$ cat config.mk
export PLATFORM = sky130hd
export DESIGN_NAME = button_event_decoder
export DESIGN_NICKNAME = d
export VERILOG_FILES = /design/src/rtl/button_event_decoder.sv
export SDC_FILE = /design/constraint.sdc
export NUM_CORES = 1
export LEC_CHECK = 0
export ABC_AREA = 0
export CAP_MARGIN = 20
export CORE_ASPECT_RATIO = 0.7
export CORE_MARGIN = 2
export CORE_UTILIZATION = 30
export CTS_BUF_LIST = sky130_fd_sc_hd__clkbuf_16
export DETAILED_ROUTE_END_ITERATION = 8
export HOLD_SLACK_MARGIN = 0.05
export RECOVER_POWER = 50
export SYNTH_ARGS = -nofsm -noshare
export SYNTH_HDL_FRONTEND = slang
export SYNTH_SLANG_ARGS = --single-unit
$ cat constraint.sdc
create_clock -name clk -period 4.2 [get_ports clk]
set_input_delay 0.84 -clock clk [delete_from_list [all_inputs] [get_ports clk]]
set_output_delay 0.84 -clock clk [all_outputs]
set_load 0.05 [all_outputs]
$ cat src/rtl/button_event_decoder.sv
// Turns debounced button levels into press / release / auto-repeat pulses, one FSM per lane.
// Latency: every output is registered, so events appear 1 cycle after the edge that samples their cause.
// Backpressure: none; pulses are fire-and-forget and the consumer must sample every cycle.
//
// Ports:
//   clk            system clock
//   rst            synchronous, active-low reset
//   btn_level      debounced button levels (1 = pressed), synchronous to clk
//   press_pulse    1-cycle pulse per lane on press
//   release_pulse  1-cycle pulse per lane on release
//   repeat_pulse   1-cycle pulse per lane for each auto-repeat while held
//   held           1 while the lane FSM is not IDLE
module button_event_decoder #(
  parameter int WIDTH         = 4,
  parameter int REPEAT_DELAY  = 25_000_000,
  parameter int REPEAT_PERIOD = 5_000_000,
  parameter bit REPEAT_EN     = 1'b1
) (
  input  logic             clk,
  input  logic             rst,
  input  logic [WIDTH-1:0] btn_level,
  output logic [WIDTH-1:0] press_pulse,
  output logic [WIDTH-1:0] release_pulse,
  output logic [WIDTH-1:0] repeat_pulse,
  output logic [WIDTH-1:0] held
);

  localparam int CNT_MAX = (REPEAT_DELAY > REPEAT_PERIOD) ? REPEAT_DELAY : REPEAT_PERIOD;
  localparam int CNT_W   = $clog2(CNT_MAX) + 1;

  // Terminal counts: the counter runs 0..LAST, so the pulse lands exactly DELAY/PERIOD cycles later.
  localparam logic [CNT_W-1:0] DELAY_LAST  = CNT_W'(REPEAT_DELAY - 1);
  localparam logic [CNT_W-1:0] PERIOD_LAST = CNT_W'(REPEAT_PERIOD - 1);

  typedef enum logic [1:0] {
    IDLE   = 2'd0,
    DELAY  = 2'd1,
    REPEAT = 2'd2
  } state_t;

  state_t           state      [WIDTH];
  logic [CNT_W-1:0] cnt        [WIDTH];
  logic [WIDTH-1:0] prev_level;

  always_ff @(posedge clk) begin
    if (!rst) begin
      for (int i = 0; i < WIDTH; i++) begin
        state[i] <= IDLE;
        cnt[i]   <= '0;
      end
      prev_level    <= '0;
      press_pulse   <= '0;
      release_pulse <= '0;
      repeat_pulse  <= '0;
      held          <= '0;
    end else begin
      prev_level <= btn_level;
      for (int i = 0; i < WIDTH; i++) begin
        press_pulse[i]   <= 1'b0;
        release_pulse[i] <= 1'b0;
        repeat_pulse[i]  <= 1'b0;
        case (state[i])
          IDLE: begin
            // Edge-qualified so a level still high from before a release cannot retrigger.
            if (btn_level[i] && !prev_level[i]) begin
              press_pulse[i] <= 1'b1;
              cnt[i]         <= '0;
              state[i]       <= DELAY;
              held[i]        <= 1'b1;
            end else begin
              held[i] <= 1'b0;
            end
          end
          DELAY: begin
            // Release is checked first so it wins over a coinciding repeat expiry.
            if (!btn_level[i]) begin
              release_pulse[i] <= 1'b1;
              cnt[i]           <= '0;
              state[i]         <= IDLE;
              held[i]          <= 1'b0;
            end else if (REPEAT_EN && cnt[i] == DELAY_LAST) begin
              repeat_pulse[i] <= 1'b1;
              cnt[i]          <= '0;
              state[i]        <= REPEAT;
              held[i]         <= 1'b1;
            end else begin
              // With repeat disabled the counter parks at its terminal value.
              if (cnt[i] != DELAY_LAST) begin
                cnt[i] <= cnt[i] + 1'b1;
              end
              held[i] <= 1'b1;
            end
          end
          REPEAT: begin
            if (!btn_level[i]) begin
              release_pulse[i] <= 1'b1;
              cnt[i]           <= '0;
              state[i]         <= IDLE;
              held[i]          <= 1'b0;
            end else if (cnt[i] == PERIOD_LAST) begin
              repeat_pulse[i] <= 1'b1;
              cnt[i]          <= '0;
              held[i]         <= 1'b1;
            end else begin
              cnt[i]  <= cnt[i] + 1'b1;
              held[i] <= 1'b1;
            end
          end
          default: begin
            state[i] <= IDLE;
            cnt[i]   <= '0;
            held[i]  <= 1'b0;
          end
        endcase
      end
    end
  end

endmodule

==> Flow_metrics.wiki <==
{| class="wikitable"
! Metric !! Value
|-
| Sink count of the clock tree || 132
|-
| Vias in the first global route || 4657
|-
| Ys flop type || sky130_fd_sc_hd__edfxtp_1
|-
| Final net count || 754
|-
| Element type at the critical path start || flop
|-
| Global placer's final weighted congestion || 0.804
|-
| Effective utilization at floorplan || 0.305
|-
| Chip height || 134 um
|-
| Antenna-violating nets left || 0
|-
| Reg-to-reg critical path startpoint || cnt[2][7]
|-
| Violated checks || max-capacitance violations, max-slew violations
|-
| Clock Tree Buf Depth || 2
|-
| Max-cap violations || 1
|-
| Area of the core || 23600 um^2
|-
| Signed area change from the synthesized netlist to the final layout || 15.3%
|-
| Outcome || finished with violations
|-
| DRC violations left || 0
|-
| Critical path fanouts, max || 26
|-
| Cts bufs inserted || 17
|-
| RSZ-0062 raised after global routing || false
|-
| Per-cell via count in the routed design || 4.77
|-
| Global-route wire length before repair || 23700 um
|-
| Maximum number of pins on one net before global-route repair || 27
|-
| CTS tree || built
|-
| Netlist Area Pre-Place || 7200 um^2
|-
| Clock-pin slew on the worst setup and hold paths || 0.07 ns
|-
| Global Route Usage Sum || 0.116
|-
| Proportion of synthesized chip area in sequential cells || 0.522
|-
| Core Rows || 47
|-
| Period utilisation layout || 0.730
|-
| Total detailed-routing wirelength || 14100 um
|-
| Number of register bits inferred by synthesis || 132
|-
| Worst slew margin relative to its limit || -0.0158
|-
| Worst vdd ir || 0.309 mV
|-
| Buffer count from post-CTS setup fixing || 0
|-
| Category of cells accounting for the largest share of critical-path delay || simple AND/OR/NAND/NOR gates
|-
| Most common cell after layout, fill and taps aside || sky130_fd_sc_hd__nor2_1
|-
| Die area || 25300 um^2
|-
| Hold_buf cts || 0
|-
| Number of antenna violations at the first check in global routing || 0
|-
| Final Core Density || 0.352
|-
| Number of distinct standard cells referenced by the synthesized netlist || 49
|-
| Worst Tran Pin Value || 1.52 ns
|-
| Count of mapped cells out of synthesis || 698
|-
| Initial DRC count || 445
|-
| Ordered list of cells on the worst path || or4b_1 -> nor4_1 -> nand2_1 -> o221ai_1 -> clkbuf_1 -> nor2_1
|-
| Number of antenna cells inserted || 0
|-
| WL/cell || 13.4 um
|-
| Critical path data arrival time || 3.18 ns
|-
| Syn_nets || 724
|-
| Synth Warn # || 0
|-
| Leading cell types in the layout, fill and taps excluded || sky130_fd_sc_hd__nor2_1 (140), sky130_fd_sc_hd__edfxtp_1 (112), sky130_fd_sc_hd__xor2_1 (63)
|-
| Root buffer cell || sky130_fd_sc_hd__clkbuf_16
|-
| Clock Skew || 0.0139 ns
|-
| Setup-violating endpoint count in the final report || 0
|-
| Via count || 5047
|-
| PortBufs || 21
|-
| Proportion of synthesized flip-flops having asynchronous set or reset || 0
|-
| Final global-route overflow total || 0
|-
| Hpwl dp || 9570 um
|-
| Startpoint of the most critical hold path || prev_level[1]
|-
| Type of the worst setup path || flop to flop
|-
| Setup TNS after final layout || 0 ns
|-
| Clock period minus final worst setup slack || 3.06 ns
|-
| Peak clock frequency supported by timing || 326 MHz
|-
| Horizontal die dimension || 189 um
|-
| Filler Cell Count || 2374
|-
| Share of post-route cells with drive strength above 1 || 0.0649
|-
| Number of enable-type register cells in the synthesized netlist || 112
|-
| Hold Violations, Final || 0
|-
| Classification of the worst-slack hold path || flop to flop
|-
| Largest incremental delay on the critical path || 0.87 ns
|-
| Number of buffers and inverters on the critical path || 1
|-
| Slowest CP cell || sky130_fd_sc_hd__clkbuf_1
|-
| Required time of the critical path || 4.32 ns
|-
| I/O pin cnt || 22
|-
| Final number of max-transition violations || 27
|-
| H-tree levels || 4
|-
| Power density over the cells || 451 nW/um^2
|-
| Leakage power || 0.00282 uW
|-
| First-pass iteration count of the detailed router || 5
|-
| Mean instance size in the synthesized netlist || 10.3 um^2
|-
| Worst R2R Setup Slack || 1.14 ns
|-
| Post-CTS Resized || 0
|-
| Clock network latency to the later pin of the worst-skew pair || 0.42 ns
|-
| R2R depth || 6
|-
| Setup crit start || cnt[2][7]
|-
| Cell count along the critical path || 6
|-
| Depth of the worst hold-timing path || 3
|-
| Endpoint class of the critical path || flop
|}
area by class of cell:
type                       count  area [um^2]  area share
tap                          318          398      0.0479
sequential                   132         3760       0.453
timing repair buffer          29          253      0.0304
clock buffer                  17          425      0.0512
clock inverter                14          161      0.0194
multi-input combinational    523         3210       0.387
inverter                      25         93.8      0.0113
cell usage after synthesis (4+ instances only):
master / instances / area share
sky130_fd_sc_hd__inv_1: 25 / 0.013
sky130_fd_sc_hd__nor4b_1: 6 / 0.0073
sky130_fd_sc_hd__xnor2_1: 33 / 0.040
sky130_fd_sc_hd__and3_1: 17 / 0.015
sky130_fd_sc_hd__edfxtp_1: 112 / 0.47
sky130_fd_sc_hd__ha_1: 20 / 0.035
sky130_fd_sc_hd__nor4_1: 13 / 0.011
sky130_fd_sc_hd__nor3_1: 19 / 0.013
sky130_fd_sc_hd__nand4_1: 35 / 0.030
sky130_fd_sc_hd__and2_1: 4 / 0.0035
sky130_fd_sc_hd__buf_6: 8 / 0.013
sky130_fd_sc_hd__nor2b_1: 11 / 0.0096
sky130_fd_sc_hd__nand3_1: 45 / 0.031
sky130_fd_sc_hd__or4_1: 5 / 0.0052
sky130_fd_sc_hd__o21ai_0: 4 / 0.0028
sky130_fd_sc_hd__nand2_1: 53 / 0.028
sky130_fd_sc_hd__a21oi_1: 6 / 0.0042
sky130_fd_sc_hd__nor2_1: 140 / 0.073
sky130_fd_sc_hd__xor2_1: 63 / 0.077
sky130_fd_sc_hd__dfxtp_1: 20 / 0.056
sky130_fd_sc_hd__and4_1: 8 / 0.0097
sky130_fd_sc_hd__nand2b_1: 4 / 0.0035
sky130_fd_sc_hd__clkbuf_1: 6 / 0.0031
worst register-to-register path: stages, from the launching register on:
cell	delay, ns
sky130_fd_sc_hd__edfxtp_1	0.45
sky130_fd_sc_hd__or4b_1	0.54
sky130_fd_sc_hd__nor4_1	0.41
sky130_fd_sc_hd__nand2_1	0.19
sky130_fd_sc_hd__o221ai_1	0.18
sky130_fd_sc_hd__clkbuf_1	0.87
sky130_fd_sc_hd__nor2_1	0.13
sequential cells by signal, summed over array words and instances (netlist names):
signal         cells
press_pulse        4
held               4
release_pulse      4
prev_level         4
cnt              104
state              8
repeat_pulse       4
through the flow:
stage / std cells / hold slack, ns / power, uW / area [um^2] / setup slack [ns]
global route: 1058 / 0.582 / 3910 / 8310 / 0.863
finish: 1058 / 0.566 / 3750 / 8310 / 1.14
detailed placement: 1026 / 0.546 / 2280 / 7730 / 1.04
CTS: 1057 / 0.566 / 3790 / 8320 / 1.37
floorplan: 698 / 0.509 / 2140 / 7200 / 0.582
global placement: 1026 / 0.534 / 2280 / 7730 / 1.14
final timing paths:
check,end
worst max-delay path,cnt[2][11]
worst min-delay path,held[1]
worst max register to register,cnt[2][11]
worst min register to register,held[1]
logic make-up after synthesis:
kind of cell | synth area share
flip-flops | 0.522
AND/OR/NAND/NOR | 0.273
buffers and inverters | 0.0314
adder cells (fa/ha/maj) | 0.0347
AO/OA/AOI/OAI | 0.0215
XOR/XNOR | 0.117
report_power, final:
part / switching, uW / internal [uW] / leakage (uW)
registers: 194 / 1630 / 0.00141
clock network: 569 / 926 / 0.000284
logic: 260 / 168 / 0.00113
routing by layer:
layer / share of wire / vias to the layer above / track usage
met5: 0 / - / 0
met4: 0.012 / 0 / 0.0417
met3: 0.038 / 16 / 0.0248
met2: 0.39 / 94 / 0.152
met1: 0.56 / 2382 / 0.183
li1: - / 2555 / -
(Power assumes the default switching activity.)
